$ cat src/rtl/peridot_uart_pkg.sv
// ---------------------------------------------------------------------------
// peridot_uart_pkg : shared constants, FSM encodings and divider helper for the PERIDOT UART PHYs
// Revision: 1.0
// ---------------------------------------------------------------------------
`default_nettype none

package peridot_uart_pkg;

  localparam int PAR_NONE = 0;
  localparam int PAR_ODD  = 1;
  localparam int PAR_EVEN = 2;

  localparam int         OS_RATE     = 16;
  localparam logic [3:0] SAMPLE_POS0 = 4'd7;
  localparam logic [3:0] SAMPLE_POS1 = 4'd8;
  localparam logic [3:0] SAMPLE_POS2 = 4'd9;

  typedef enum logic [2:0] {
    ST_IDLE      = 3'd0,
    ST_START     = 3'd1,
    ST_DATA      = 3'd2,
    ST_PARITY    = 3'd3,
    ST_STOP      = 3'd4,
    ST_WAIT_IDLE = 3'd5
  } rx_state_e;

  function automatic int os_div_calc(input int clk_hz, input int baud);
    int div;
    div = clk_hz / (baud * OS_RATE) - 1;
    if (div < 0) div = 0;
    return div;
  endfunction

endpackage

`default_nettype wire

$ cat src/rtl/peridot_uart_baudgen.sv
// ---------------------------------------------------------------------------
// peridot_uart_baudgen : 16x oversample tick generator with synchronous clear
// Revision: 1.0
// ---------------------------------------------------------------------------
`default_nettype none

module peridot_uart_baudgen
  import peridot_uart_pkg::*;
#(
  parameter int DIV = 0
) (
  input  logic clock_sig,
  input  logic reset_sig,
  input  logic clear,
  output logic tick
);

  localparam int            CW    = (DIV < 1) ? 1 : $clog2(DIV + 1);
  localparam logic [CW-1:0] DIV_W = CW'(DIV);

  logic [CW-1:0] cnt_q;
  logic [CW-1:0] cnt_d;

  // The clearing cycle itself is a tick, so the next one lands DIV+1 clocks later.
  always_comb begin
    tick  = clear || (cnt_q == DIV_W);
    cnt_d = tick ? '0 : cnt_q + 1'b1;
  end

  always_ff @(posedge clock_sig or posedge reset_sig) begin
    if (reset_sig) cnt_q <= '0;
    else           cnt_q <= cnt_d;
  end

endmodule

`default_nettype wire

$ cat src/rtl/peridot_uart_rx_ext.sv
// ---------------------------------------------------------------------------
// peridot_uart_rx_ext : UART receiver PHY, 16x oversampling, majority vote, ready/valid output
// Revision: 1.0
// ---------------------------------------------------------------------------
`default_nettype none

module peridot_uart_rx_ext
  import peridot_uart_pkg::*;
#(
  parameter int CLOCK_FREQUENCY = 50000000,
  parameter int UART_BAUDRATE   = 115200,
  parameter int DATA_BITS       = 8,
  parameter int PARITY_MODE     = 0,
  parameter int STOP_BITS       = 1,
  parameter int SYNC_STAGES     = 3
) (
  input  logic                 clock_sig,
  input  logic                 reset_sig,
  input  logic                 rxd,
  output logic                 out_valid,
  input  logic                 out_ready,
  output logic [DATA_BITS-1:0] out_data,
  output logic [1:0]           out_error,
  output logic                 overrun,
  output logic                 break_det
);

  localparam int         OS_DIV     = os_div_calc(CLOCK_FREQUENCY, UART_BAUDRATE);
  localparam int         HAS_PAR    = (PARITY_MODE != PAR_NONE) ? 1 : 0;
  localparam logic [3:0] DATA_IDX   = 4'(DATA_BITS);
  localparam logic [3:0] FIRST_STOP = 4'(DATA_BITS + HAS_PAR + 1);
  localparam logic [3:0] LAST_IDX   = 4'(DATA_BITS + HAS_PAR + STOP_BITS);

  rx_state_e              state_q, state_d;
  logic [SYNC_STAGES-1:0] sync_q, sync_d;
  logic                   rx_prev_q, rx_prev_d;
  logic [3:0]             osc_q, osc_d;
  logic [3:0]             bit_idx_q, bit_idx_d;
  logic [1:0]             smp_q, smp_d;
  logic [DATA_BITS-1:0]   shreg_q, shreg_d;
  logic                   par_bit_q, par_bit_d;
  logic                   ferr_q, ferr_d;
  logic                   brk_q, brk_d;
  logic                   complete_q, complete_d;
  logic                   out_valid_q, out_valid_d;
  logic [DATA_BITS-1:0]   out_data_q, out_data_d;
  logic [1:0]             out_error_q, out_error_d;
  logic                   overrun_q, overrun_d;
  logic                   break_det_q, break_det_d;

  logic rx_s;
  logic rx_fall;
  logic bit_val;
  logic perr;
  logic baud_clr;
  logic baud_tick;
  logic brk_now;

  assign rx_s     = sync_q[SYNC_STAGES-1];
  assign rx_fall  = rx_prev_q && !rx_s;
  assign baud_clr = (state_q == ST_IDLE) && rx_fall;
  assign bit_val  = (smp_q[0] & smp_q[1]) | (smp_q[0] & rx_s) | (smp_q[1] & rx_s);
  assign perr     = (HAS_PAR != 0) &&
                    ((^shreg_q ^ par_bit_q) != (PARITY_MODE == PAR_ODD));

  peridot_uart_baudgen #(
    .DIV (OS_DIV)
  ) u_baudgen (
    .clock_sig (clock_sig),
    .reset_sig (reset_sig),
    .clear     (baud_clr),
    .tick      (baud_tick)
  );

  always_comb begin
    sync_d      = {sync_q[SYNC_STAGES-2:0], rxd};
    rx_prev_d   = rx_s;
    state_d     = state_q;
    osc_d       = osc_q;
    bit_idx_d   = bit_idx_q;
    smp_d       = smp_q;
    shreg_d     = shreg_q;
    par_bit_d   = par_bit_q;
    ferr_d      = ferr_q;
    brk_d       = brk_q;
    brk_now     = brk_q;
    complete_d  = 1'b0;
    out_valid_d = out_valid_q;
    out_data_d  = out_data_q;
    out_error_d = out_error_q;
    overrun_d   = 1'b0;
    break_det_d = 1'b0;

    case (state_q)
      ST_IDLE: begin
        // Detection cycle is oversample tick 0, so counting resumes at 1.
        if (rx_fall) begin
          state_d   = ST_START;
          osc_d     = 4'd1;
          bit_idx_d = 4'd0;
          shreg_d   = '0;
          par_bit_d = 1'b0;
          ferr_d    = 1'b0;
          brk_d     = 1'b0;
        end
      end
      ST_WAIT_IDLE: begin
        if (rx_s) state_d = ST_IDLE;
      end
      default: begin
        if (baud_tick) begin
          osc_d = osc_q + 4'd1;
          if (osc_q == 4'd15)       bit_idx_d = bit_idx_q + 4'd1;
          if (osc_q == SAMPLE_POS0) smp_d[0]  = rx_s;
          if (osc_q == SAMPLE_POS1) smp_d[1]  = rx_s;
          if (osc_q == SAMPLE_POS2) begin
            case (state_q)
              ST_START: state_d = bit_val ? ST_IDLE : ST_DATA;
              ST_DATA: begin
                shreg_d = {bit_val, shreg_q[DATA_BITS-1:1]};
                if (bit_idx_q == DATA_IDX) state_d = (HAS_PAR != 0) ? ST_PARITY : ST_STOP;
              end
              ST_PARITY: begin
                par_bit_d = bit_val;
                state_d   = ST_STOP;
              end
              ST_STOP: begin
                if (!bit_val) ferr_d = 1'b1;
                if (bit_idx_q == FIRST_STOP) begin
                  brk_now = (shreg_q == '0) && !par_bit_q && !bit_val;
                  brk_d   = brk_now;
                end
                // Leaving at mid-bit lets the next start edge be seen half a bit early.
                if (bit_idx_q == LAST_IDX) begin
                  complete_d = 1'b1;
                  state_d    = brk_now ? ST_WAIT_IDLE : ST_IDLE;
                end
              end
              default: ;
            endcase
          end
        end
      end
    endcase

    if (complete_q) begin
      break_det_d = brk_q;
      if (!out_valid_q || out_ready) begin
        out_valid_d = 1'b1;
        out_data_d  = brk_q ? '0 : shreg_q;
        out_error_d = brk_q ? 2'b01 : {perr, ferr_q};
      end else begin
        overrun_d = 1'b1;
      end
    end else if (out_valid_q && out_ready) begin
      out_valid_d = 1'b0;
    end
  end

  always_ff @(posedge clock_sig or posedge reset_sig) begin
    if (reset_sig) begin
      state_q     <= ST_IDLE;
      sync_q      <= '1;
      rx_prev_q   <= 1'b1;
      osc_q       <= 4'd0;
      bit_idx_q   <= 4'd0;
      smp_q       <= 2'b00;
      shreg_q     <= '0;
      par_bit_q   <= 1'b0;
      ferr_q      <= 1'b0;
      brk_q       <= 1'b0;
      complete_q  <= 1'b0;
      out_valid_q <= 1'b0;
      out_data_q  <= '0;
      out_error_q <= 2'b00;
      overrun_q   <= 1'b0;
      break_det_q <= 1'b0;
    end else begin
      state_q     <= state_d;
      sync_q      <= sync_d;
      rx_prev_q   <= rx_prev_d;
      osc_q       <= osc_d;
      bit_idx_q   <= bit_idx_d;
      smp_q       <= smp_d;
      shreg_q     <= shreg_d;
      par_bit_q   <= par_bit_d;
      ferr_q      <= ferr_d;
      brk_q       <= brk_d;
      complete_q  <= complete_d;
      out_valid_q <= out_valid_d;
      out_data_q  <= out_data_d;
      out_error_q <= out_error_d;
      overrun_q   <= overrun_d;
      break_det_q <= break_det_d;
    end
  end

  assign out_valid = out_valid_q;
  assign out_data  = out_data_q;
  assign out_error = out_error_q;
  assign overrun   = overrun_q;
  assign break_det = break_det_q;

endmodule

`default_nettype wire
$ cat config.mk
export PLATFORM = sky130hd
export DESIGN_NAME = peridot_uart_rx_ext
export DESIGN_NICKNAME = d
export VERILOG_FILES = /design/src/rtl/peridot_uart_pkg.sv /design/src/rtl/peridot_uart_baudgen.sv /design/src/rtl/peridot_uart_rx_ext.sv
export SDC_FILE = /design/constraint.sdc
export NUM_CORES = 1
export LEC_CHECK = 0
export CAP_MARGIN = 20
export CORE_ASPECT_RATIO = 0.8
export CORE_MARGIN = 2
export CORE_UTILIZATION = 40
export CTS_CLUSTER_DIAMETER = 30
export DETAILED_ROUTE_END_ITERATION = 16
export DONT_BUFFER_PORTS = 1
export GPL_TIMING_DRIVEN = 0
export PLACE_DENSITY = 0.51
export SETUP_SLACK_MARGIN = 0.4
export SYNTH_ARGS = -nofsm -noshare
export SYNTH_HDL_FRONTEND = slang
export SYNTH_SLANG_ARGS = --single-unit
$ cat constraint.sdc
create_clock -name clock_sig -period 2.1 [get_ports clock_sig]
set_input_delay 0.42 -clock clock_sig [delete_from_list [all_inputs] [get_ports clock_sig]]
set_output_delay 0.42 -clock clock_sig [all_outputs]
set_load 0.02 [all_outputs]
==> Implementation_results.wiki, run 1 <==
{| class="wikitable"
! Metric !! Value
|-
| Data arrival time of the worst path || 1.99 ns
|-
| Area growth, synth to finish || 22.31%
|-
| Maximum capacitance violations || 0
|-
| Number of global-route vias before repair || 1,759
|-
| Bufs on Longest Clock Path || 2
|-
| Total length of routed wires || 4820 um
|-
| Global-route congestion overflow total || 0
|-
| Number of core rows || 24
|-
| Start-to-end type of the worst setup path || reg2reg
|-
| Count of buffers inserted at the top-level ports || 0
|-
| Number of levels in the clock H-tree || 2
|-
| Initial DRC Count || 69
|-
| Count of nets left with antenna violations after detail routing || 0
|-
| Library cells used by synthesis || 49
|-
| Number of setup violations in the final report || 0
|-
| Simple-gate share of the synthesized area || 20.10%
|-
| Count of fill cells added during filler insertion || 502
|-
| Run status || complete, no violations
|-
| Most frequent standard cell in the layout excluding fill and tap cells || sky130_fd_sc_hd__dfrtp_1
|-
| Setup TNS Final || 0 ns
|-
| Number of vias after detailed routing || 1,697
|-
| Pin count of the biggest net entering global routing || 33
|-
| Final instance area || 0.002764 mm2
|-
| Net count after synthesis || 233
|-
| VDD IR max || 0.3231 mV
|-
| Critical path cell sequence || inv_1 > ha_1 > and4b_2 > buf_8 > a31oi_4 > nor3_4 > buf_12 > mux2_4
|-
| Dominant combinational cell family by area after synthesis || simple AND/OR/NAND/NOR gates
|-
| Gate count of the mapped netlist || 221
|-
| Average size of a mapped cell || 10.22 um2
|-
| Share of the synthesized area in compound gates (AO/OA/AOI/OAI) || 12.24%
|-
| Critical Path Max Stage Delay || 0.39 ns
|-
| Post-synth ARST share || 100.0%
|-
| Sink count of the clock tree || 46
|-
| Final Max Slew Viols || 0
|-
| Count of flip-flops with a built-in enable after synthesis || 0
|-
| DRC violations left || 0
|-
| Vias per std cell || 5.222
|-
| Worst clock skew || 0.008631 ns
|-
| CTS clock-pin slew for the worst setup and hold paths || 0.09 ns
|-
| Cell at the root of the clock tree || sky130_fd_sc_hd__clkbuf_8
|-
| Multiplexer share of the synthesized area || 5.426%
|-
| Post-placement cell area || 0.002407 mm2
|-
| Slew @ Worst Pin || 0.5648 ns
|-
| All-layer global routing usage || 16.83%
|-
| Number of buffers and inverters on the critical path || 3
|-
| Net count reported at finish || 258
|-
| Ys flop type || sky130_fd_sc_hd__dfrtp_1
|-
| Clock latency of the later-clocked register in the worst-skew pair || 0.29 ns
|-
| Time the worst path needs with I/O delays and setup || 1.812 ns
|-
| Period Utilization, post-route || 86.30%
|-
| Leakage power || 1.217 nW
|-
| Die Height || 71.23 um
|-
| Classification of the worst-slack hold path || in2reg
|-
| Final hold vios || 0
|-
| Number of synthesized register bits || 46
|-
| Hold Worst Slack || 0.1201 ns
|-
| Area share of xor/xnor cells in the synthesized design || 1.938%
|-
| Cell area after synthesis || 0.002260 mm2
|-
| Top Family by Delay on Critical Path || simple AND/OR/NAND/NOR gates
|-
| Initial core utilization || 41.35%
|-
| Core region area || 0.005465 mm2
|-
| RSZ-0062 raised after global routing || yes
|-
| Die ar. || 0.006270 mm2
|-
| Most frequent cells in the layout || sky130_fd_sc_hd__dfrtp_1 (42), sky130_fd_sc_hd__nand2_1 (24), sky130_fd_sc_hd__buf_4 (15)
|-
| N_diodes || 0
|-
| Number of top-level pins || 17
|-
| Initial antenna violation count || 0
|-
| Highest Clock Rate || 551.8 MHz
|-
| Post-DR wirelength/cell || 14.83 um
|-
| Number of detailed-route iterations in the first pass || 4
|-
| Largest driver fanout on the critical path || 8
|-
| Warnings from Yosys || 0
|-
| Worst slew margin relative to its limit || 62.35%
|-
| Power per cell area || 748.3 mW/mm2
|-
| Crit path capture type || flip-flop
|-
| Crit path max-delay cell type || sky130_fd_sc_hd__dfrtp_1
|-
| HPWL Detailed || 3226 um
|-
| Clock buffer count from CTS || 5
|-
| Startpoint class of the critical path || flip-flop
|-
| First-pass GRT wire length || 8273 um
|-
| Die Width || 88.03 um
|-
| Final weighted congestion in routability-driven placement || 0.8115
|-
| Clock tree from TritonCTS || built
|-
| Fraction of the mapped netlist area in adder cells || 4.873%
|-
| Sequential share of the synthesized area || 51.16%
|-
| Fraction of layout cells with a size suffix above 1 || 27.94%
|-
| Required time of the critical path || 2.28 ns
|}
[kinds of logic after synthesis]
kind of cell	count (synthesis)
and+or+nand+nor	83
DFF	46
AOI/OAI and AO/OA	43
buffers and inverters	23
muxes	11
adders and majority gates	9
xor gates and xnor gates	5
other	1
[Yosys cell counts, types with 2 or more instances]
library cell	count	area share (%)
sky130_fd_sc_hd__clkbuf_1	8	1.3
sky130_fd_sc_hd__and3b_1	2	0.78
sky130_fd_sc_hd__nor2b_1	10	2.8
sky130_fd_sc_hd__nor2_1	12	2.0
sky130_fd_sc_hd__a21o_1	2	0.66
sky130_fd_sc_hd__nand2b_1	4	1.1
sky130_fd_sc_hd__a31o_2	2	0.78
sky130_fd_sc_hd__or3_1	2	0.55
sky130_fd_sc_hd__dfstp_2	4	4.7
sky130_fd_sc_hd__mux2_2	10	5.0
sky130_fd_sc_hd__a21oi_1	6	1.3
sky130_fd_sc_hd__and4b_1	2	0.89
sky130_fd_sc_hd__and3_1	4	1.1
sky130_fd_sc_hd__nand3_1	6	1.3
sky130_fd_sc_hd__nor3_1	4	0.89
sky130_fd_sc_hd__o21a_1	2	0.66
sky130_fd_sc_hd__nor3b_1	2	0.66
sky130_fd_sc_hd__nand2_1	24	4.0
sky130_fd_sc_hd__ha_1	8	4.4
sky130_fd_sc_hd__a31oi_1	5	1.4
sky130_fd_sc_hd__o21ai_0	15	3.3
sky130_fd_sc_hd__xor2_1	4	1.6
sky130_fd_sc_hd__dfrtp_1	42	47
sky130_fd_sc_hd__nand3b_1	3	1.0
sky130_fd_sc_hd__inv_1	11	1.8
sky130_fd_sc_hd__a211oi_1	3	1.0
sky130_fd_sc_hd__o31ai_1	2	0.66
[state kept, by name, summed over array words and instances, names as in the netlist]
| name | count |
|---|---|
| rx_prev_q | 1 |
| smp_q | 2 |
| sync_q | 3 |
| shreg_q | 8 |
| u_baudgen.cnt_q | 5 |
| bit_idx_q | 4 |
| state_q | 3 |
| out_data | 8 |
| break_det | 1 |
| overrun | 1 |
| out_error | 1 |
| brk_q | 1 |
| osc_q | 4 |
| out_valid | 1 |
| ferr_q | 1 |
| complete_q | 1 |
| par_bit_q | 1 |
[final timing paths]
path,endpoint,cells after the start,slack [ns],from
worst min register to register,sync_q[1],0,0.36,sync_q[0]
worst min-delay path,sync_q[0],0,0.12,rxd
worst max-delay path,shreg_q[2],8,0.29,u_baudgen.cnt_q[0]
min in group asynchronous,shreg_q[0],2,0.54,reset_sig
max in group asynchronous,rx_prev_q,3,1.03,reset_sig
worst max register to register,shreg_q[2],8,0.29,u_baudgen.cnt_q[0]
[cell type report]
type / instances / area (um2) / area share [%]
clock inverters: 2 / 13.76 / 0.4980
repair buffers: 18 / 162.7 / 5.885
plain buffers: 12 / 80.08 / 2.897
flip-flops and latches: 46 / 1156 / 41.83
inverters: 11 / 41.29 / 1.494
well taps: 78 / 97.59 / 3.531
multi-input cells: 152 / 1140 / 41.24
clock buffers: 6 / 72.57 / 2.626
[layer usage]
layer	global-route usage (%)	part of all wire, %	vias up	wire [um]
li1	-	-	809	-
met1	23.86	46	828	2208
met2	25.93	47	58	2252
met3	4.147	7.2	2	346
met4	4.714	0.27	0	13
met5	0	0	-	0
[report_power, final]
| group | internal [mW] | switching [mW] |
|---|---|---|
| logic | 0.230 | 0.267 |
| registers | 0.968 | 0.0735 |
| clock network | 0.235 | 0.295 |
[metrics by stage]
| stage | power [mW] | setup slack (ns) | utilization [%] | std cells |
|---|---|---|---|---|
| 6_report | 2.068 | 0.2876 | 50.57 | 325 |
| 5_1_grt | 2.202 | 0.1846 | 50.57 | 325 |
| 4_1_cts | 2.070 | 0.2141 | 48.49 | 320 |
| 3_5_place_dp | 1.412 | 0.1231 | 44.05 | 300 |
| 3_3_place_gp | 1.385 | 0.1019 | 43.68 | 299 |
| 2_1_floorplan | 1.317 | 0.3319 | - | 221 |
[repair_timing]
action	4_1_cts	5_1_grt
pin swaps	3	8
setup endpoints to repair	27	28
gates resized for setup	15	22
cloned	1	0
hold buffers	1	0
setup buffers	10	5
hold endpoints to repair	11	0
Note: power is estimated with default switching activity, not from simulation.
==> run 2, diff against run 1 <==
--- a/config.mk
+++ b/config.mk
@@ -8,12 +8,12 @@
 export CAP_MARGIN = 20
 export CORE_ASPECT_RATIO = 0.8
 export CORE_MARGIN = 2
-export CORE_UTILIZATION = 40
+export CORE_UTILIZATION = 62
 export CTS_CLUSTER_DIAMETER = 30
 export DETAILED_ROUTE_END_ITERATION = 16
 export DONT_BUFFER_PORTS = 1
 export GPL_TIMING_DRIVEN = 0
-export PLACE_DENSITY = 0.51
+export PLACE_DENSITY = 0.75
 export SETUP_SLACK_MARGIN = 0.4
 export SYNTH_ARGS = -nofsm -noshare
 export SYNTH_HDL_FRONTEND = slang
==> run 2 against run 1 <==
  * Clock power is 10% higher
  * Highest routed layer unchanged
  * Sequential power hardly changed
  * Clock skew is 0.0033 ns lower
  * Worst setup slack worse by 0.025 ns
  * Non-clock buffer count is 3 higher
  * Hold slack hardly changed
  * Register-to-register slack worse by 0.03 ns
  * First-iteration DRC count is 13% higher
  * Largest cell class unchanged
  * Cell count is 10% lower
==> Implementation_results.wiki, run 2 (synthesized netlist as in run 1, its figures left out) <==
{| class="wikitable"
! Metric !! Value
|-
| Final hold vios || 0 (unchanged)
|-
| Fraction of layout cells with a size suffix above 1 || 28.40% (+0.46 points)
|-
| Area growth, synth to finish || 20.99%
|-
| Post-DR wirelength/cell || 16.43 um (+11%)
|-
| Bufs on Longest Clock Path || 2 (unchanged)
|-
| Classification of the worst-slack hold path || in2reg
|-
| Number of core rows || 19 (-21%)
|-
| Die ar. || 0.004146 mm2 (-34%)
|-
| Period Utilization, post-route || 87.52% (+1.2 points)
|-
| Leakage power || 1.237 nW (+1.6%)
|-
| Crit path max-delay cell type || sky130_fd_sc_hd__dfrtp_1
|-
| Slew @ Worst Pin || 0.9382 ns (+0.3734 ns)
|-
| Core region area || 0.003471 mm2 (-36%)
|-
| Crit path capture type || flip-flop
|-
| Count of buffers inserted at the top-level ports || 0 (unchanged)
|-
| Post-placement worst setup slack || 0.1333 ns (+0.01019 ns)
|-
| Pin count of the biggest net entering global routing || 47 (+42%)
|-
| Initial core utilization || 65.10% (+24 points)
|-
| R2R setup slack || 0.26 ns (-0.03 ns)
|-
| N_diodes || 0 (unchanged)
|-
| Worst Reg-to-Reg Cells || 8 (unchanged)
|-
| Highest Clock Rate || 544.1 MHz (-1.4%)
|-
| Post-placement cell area || 0.002342 mm2 (-2.7%)
|-
| Most frequent cells in the layout || sky130_fd_sc_hd__dfrtp_1 (42), sky130_fd_sc_hd__nand2_1 (24), sky130_fd_sc_hd__buf_4 (20)
|-
| Clock buffer count from CTS || 5 (unchanged)
|-
| Worst reg2reg endpoint || shreg_q[5]
|-
| Critical Path Max Stage Delay || 0.39 ns (about the same)
|-
| Run status || complete, no violations
|-
| Sink of the worst hold path || sync_q[0]
|-
| Maximum capacitance violations || 0 (unchanged)
|-
| Start-to-end type of the worst setup path || reg2reg
|-
| Hold Path Cell Cnt || 0 (unchanged)
|-
| Hold Worst Slack || 0.1201 ns (-0.00008100 ns)
|-
| Hold-fix buffers at CTS || 0 (-1)
|-
| Total length of routed wires || 4798 um (-0.46%)
|-
| Die Height || 58.00 um (-19%)
|-
| Net count reported at finish || 261 (+1.2%)
|-
| Critical path cell sequence || inv_1 > ha_2 > and4b_1 > buf_8 > a31oi_4 > nor3_4 > buf_6 > mux2_4
|-
| Top Family by Delay on Critical Path || simple AND/OR/NAND/NOR gates
|-
| Number of setup violations in the final report || 0 (unchanged)
|-
| Die Width || 71.50 um (-19%)
|-
| Power per cell area || 778.9 mW/mm2 (+4.1%)
|-
| Number of top-level pins || 17 (unchanged)
|-
| Data arrival time of the worst path || 2.01 ns (+0.02 ns)
|-
| Number of vias after detailed routing || 1,714 (+1.0%)
|-
| VDD IR max || 0.7674 mV (+140%)
|-
| Number of detailed-route iterations in the first pass || 4 (unchanged)
|-
| Largest driver fanout on the critical path || 5 (-3)
|-
| Sink count of the clock tree || 46 (unchanged)
|-
| Final instance area || 0.002734 mm2 (-1.1%)
|-
| Clock tree from TritonCTS || built
|-
| CTS clock-pin slew for the worst setup and hold paths || 0.08 ns (about the same)
|-
| HPWL Detailed || 2942 um (-8.8%)
|-
| Critical hold path startpoint || rxd
|-
| All-layer global routing usage || 23.34% (+6.5 points)
|-
| Count of nets left with antenna violations after detail routing || 0 (unchanged)
|-
| R2r startpoint || u_baudgen.cnt_q[0]
|-
| RSZ-0062 raised after global routing || yes
|-
| PnR worst setup slack || 0.2621 ns (-0.02546 ns)
|-
| Number of buffers and inverters on the critical path || 3 (unchanged)
|-
| Vias per std cell || 5.870 (+12%)
|-
| Worst slew margin relative to its limit || 37.36% (-25 points)
|-
| Required time of the critical path || 2.28 ns (about the same)
|-
| Final Max Slew Viols || 0 (unchanged)
|-
| Cell at the root of the clock tree || sky130_fd_sc_hd__clkbuf_8
|-
| Most frequent standard cell in the layout excluding fill and tap cells || sky130_fd_sc_hd__dfrtp_1
|-
| Startpoint class of the critical path || flip-flop
|-
| Initial DRC Count || 78 (+13%)
|-
| DRC violations left || 0 (unchanged)
|-
| First-pass GRT wire length || 7452 um (-9.9%)
|-
| Worst clock skew || 0.005374 ns (-0.003257 ns)
|-
| Clock latency of the later-clocked register in the worst-skew pair || 0.29 ns (about the same)
|-
| Time the worst path needs with I/O delays and setup || 1.838 ns (+0.02546 ns)
|-
| Final weighted congestion in routability-driven placement || 0.8765 (+8.0%)
|-
| Setup TNS Final || 0 ns (unchanged)
|-
| Initial antenna violation count || 0 (unchanged)
|-
| Number of global-route vias before repair || 1,582 (-10%)
|-
| Global-route congestion overflow total || 0 (unchanged)
|-
| Number of levels in the clock H-tree || 2 (unchanged)
|}
[run 2: cell count changes in the layout (fill, tap and decap cells not counted), sizes merged]
cell / change
buf: +6
clkbuf: -1
clkinv: -1
dlygate4sd3: -1
[run 2: cell type report]
| class | count | area [um2] |
|---|---|---|
| buffer | 12 | 81.33 |
| clock buffer | 7 | 96.34 |
| clock inverter | 1 | 8.758 |
| fill | 221 | 737.0 |
| inverter | 11 | 41.29 |
| multi-input combinational | 152 | 1129 |
| sequential | 46 | 1156 |
| tap | 42 | 52.55 |
| timing repair buffer | 21 | 168.9 |
[run 2: timing repair]
action,in CTS,in global routing
gates resized for setup,14,28
buffers inserted,12,9
pin swaps,6,10
setup endpoints to repair,26,26
cloned,0,0
[run 2: worst reg2reg max path, delay by kind of cell, from the launching register on]
kind                       cells  cell delay (ns)
adders and majority gates      1             0.16
muxes                          1             0.30
and+or+nand+nor                2             0.42
AOI/OAI and AO/OA              1             0.10
buffers and inverters          3             0.37
DFF                            1             0.39
[run 2: worst max path at each step]
stage	startpoint	endpoint	depth (start not counted)
after floorplan	u_baudgen.cnt_q[0]	shreg_q[0]	7
after global placement	state_q[1]	par_bit_q	5
after detailed placement	osc_q[1]	shreg_q[3]	6
after CTS	u_baudgen.cnt_q[0]	shreg_q[3]	8
after global routing	u_baudgen.cnt_q[0]	shreg_q[5]	8
final	u_baudgen.cnt_q[0]	shreg_q[5]	8
[run 2: routing by layer]
metal / vias up / global-route usage, % / wire (um)
li1: 819 / - / -
met1: 830 / 30.15 / 2204
met2: 56 / 39.42 / 2283
met3: 9 / 6.261 / 235
met4: 0 / 6.199 / 75
met5: - / 0 / 0
[run 2: power by group]
group | leakage [nW] | switching, mW | internal [mW] | total [mW]
Sequential | 0.611 | 0.0702 | 0.968 | 1.04
Combinational | 0.572 | 0.274 | 0.232 | 0.506
Clock | 0.0544 | 0.283 | 0.302 | 0.585
[run 2: metrics by stage]
step / cells / utilization [%] / power, mW
after CTS: 283 / 74.30 / 2.093
final: 292 / 78.77 / 2.129
after detailed placement: 263 / 67.48 / 1.403
after floorplan: 221 / - / 1.317
after global placement: 263 / 67.48 / 1.377
after global routing: 292 / 78.77 / 2.247
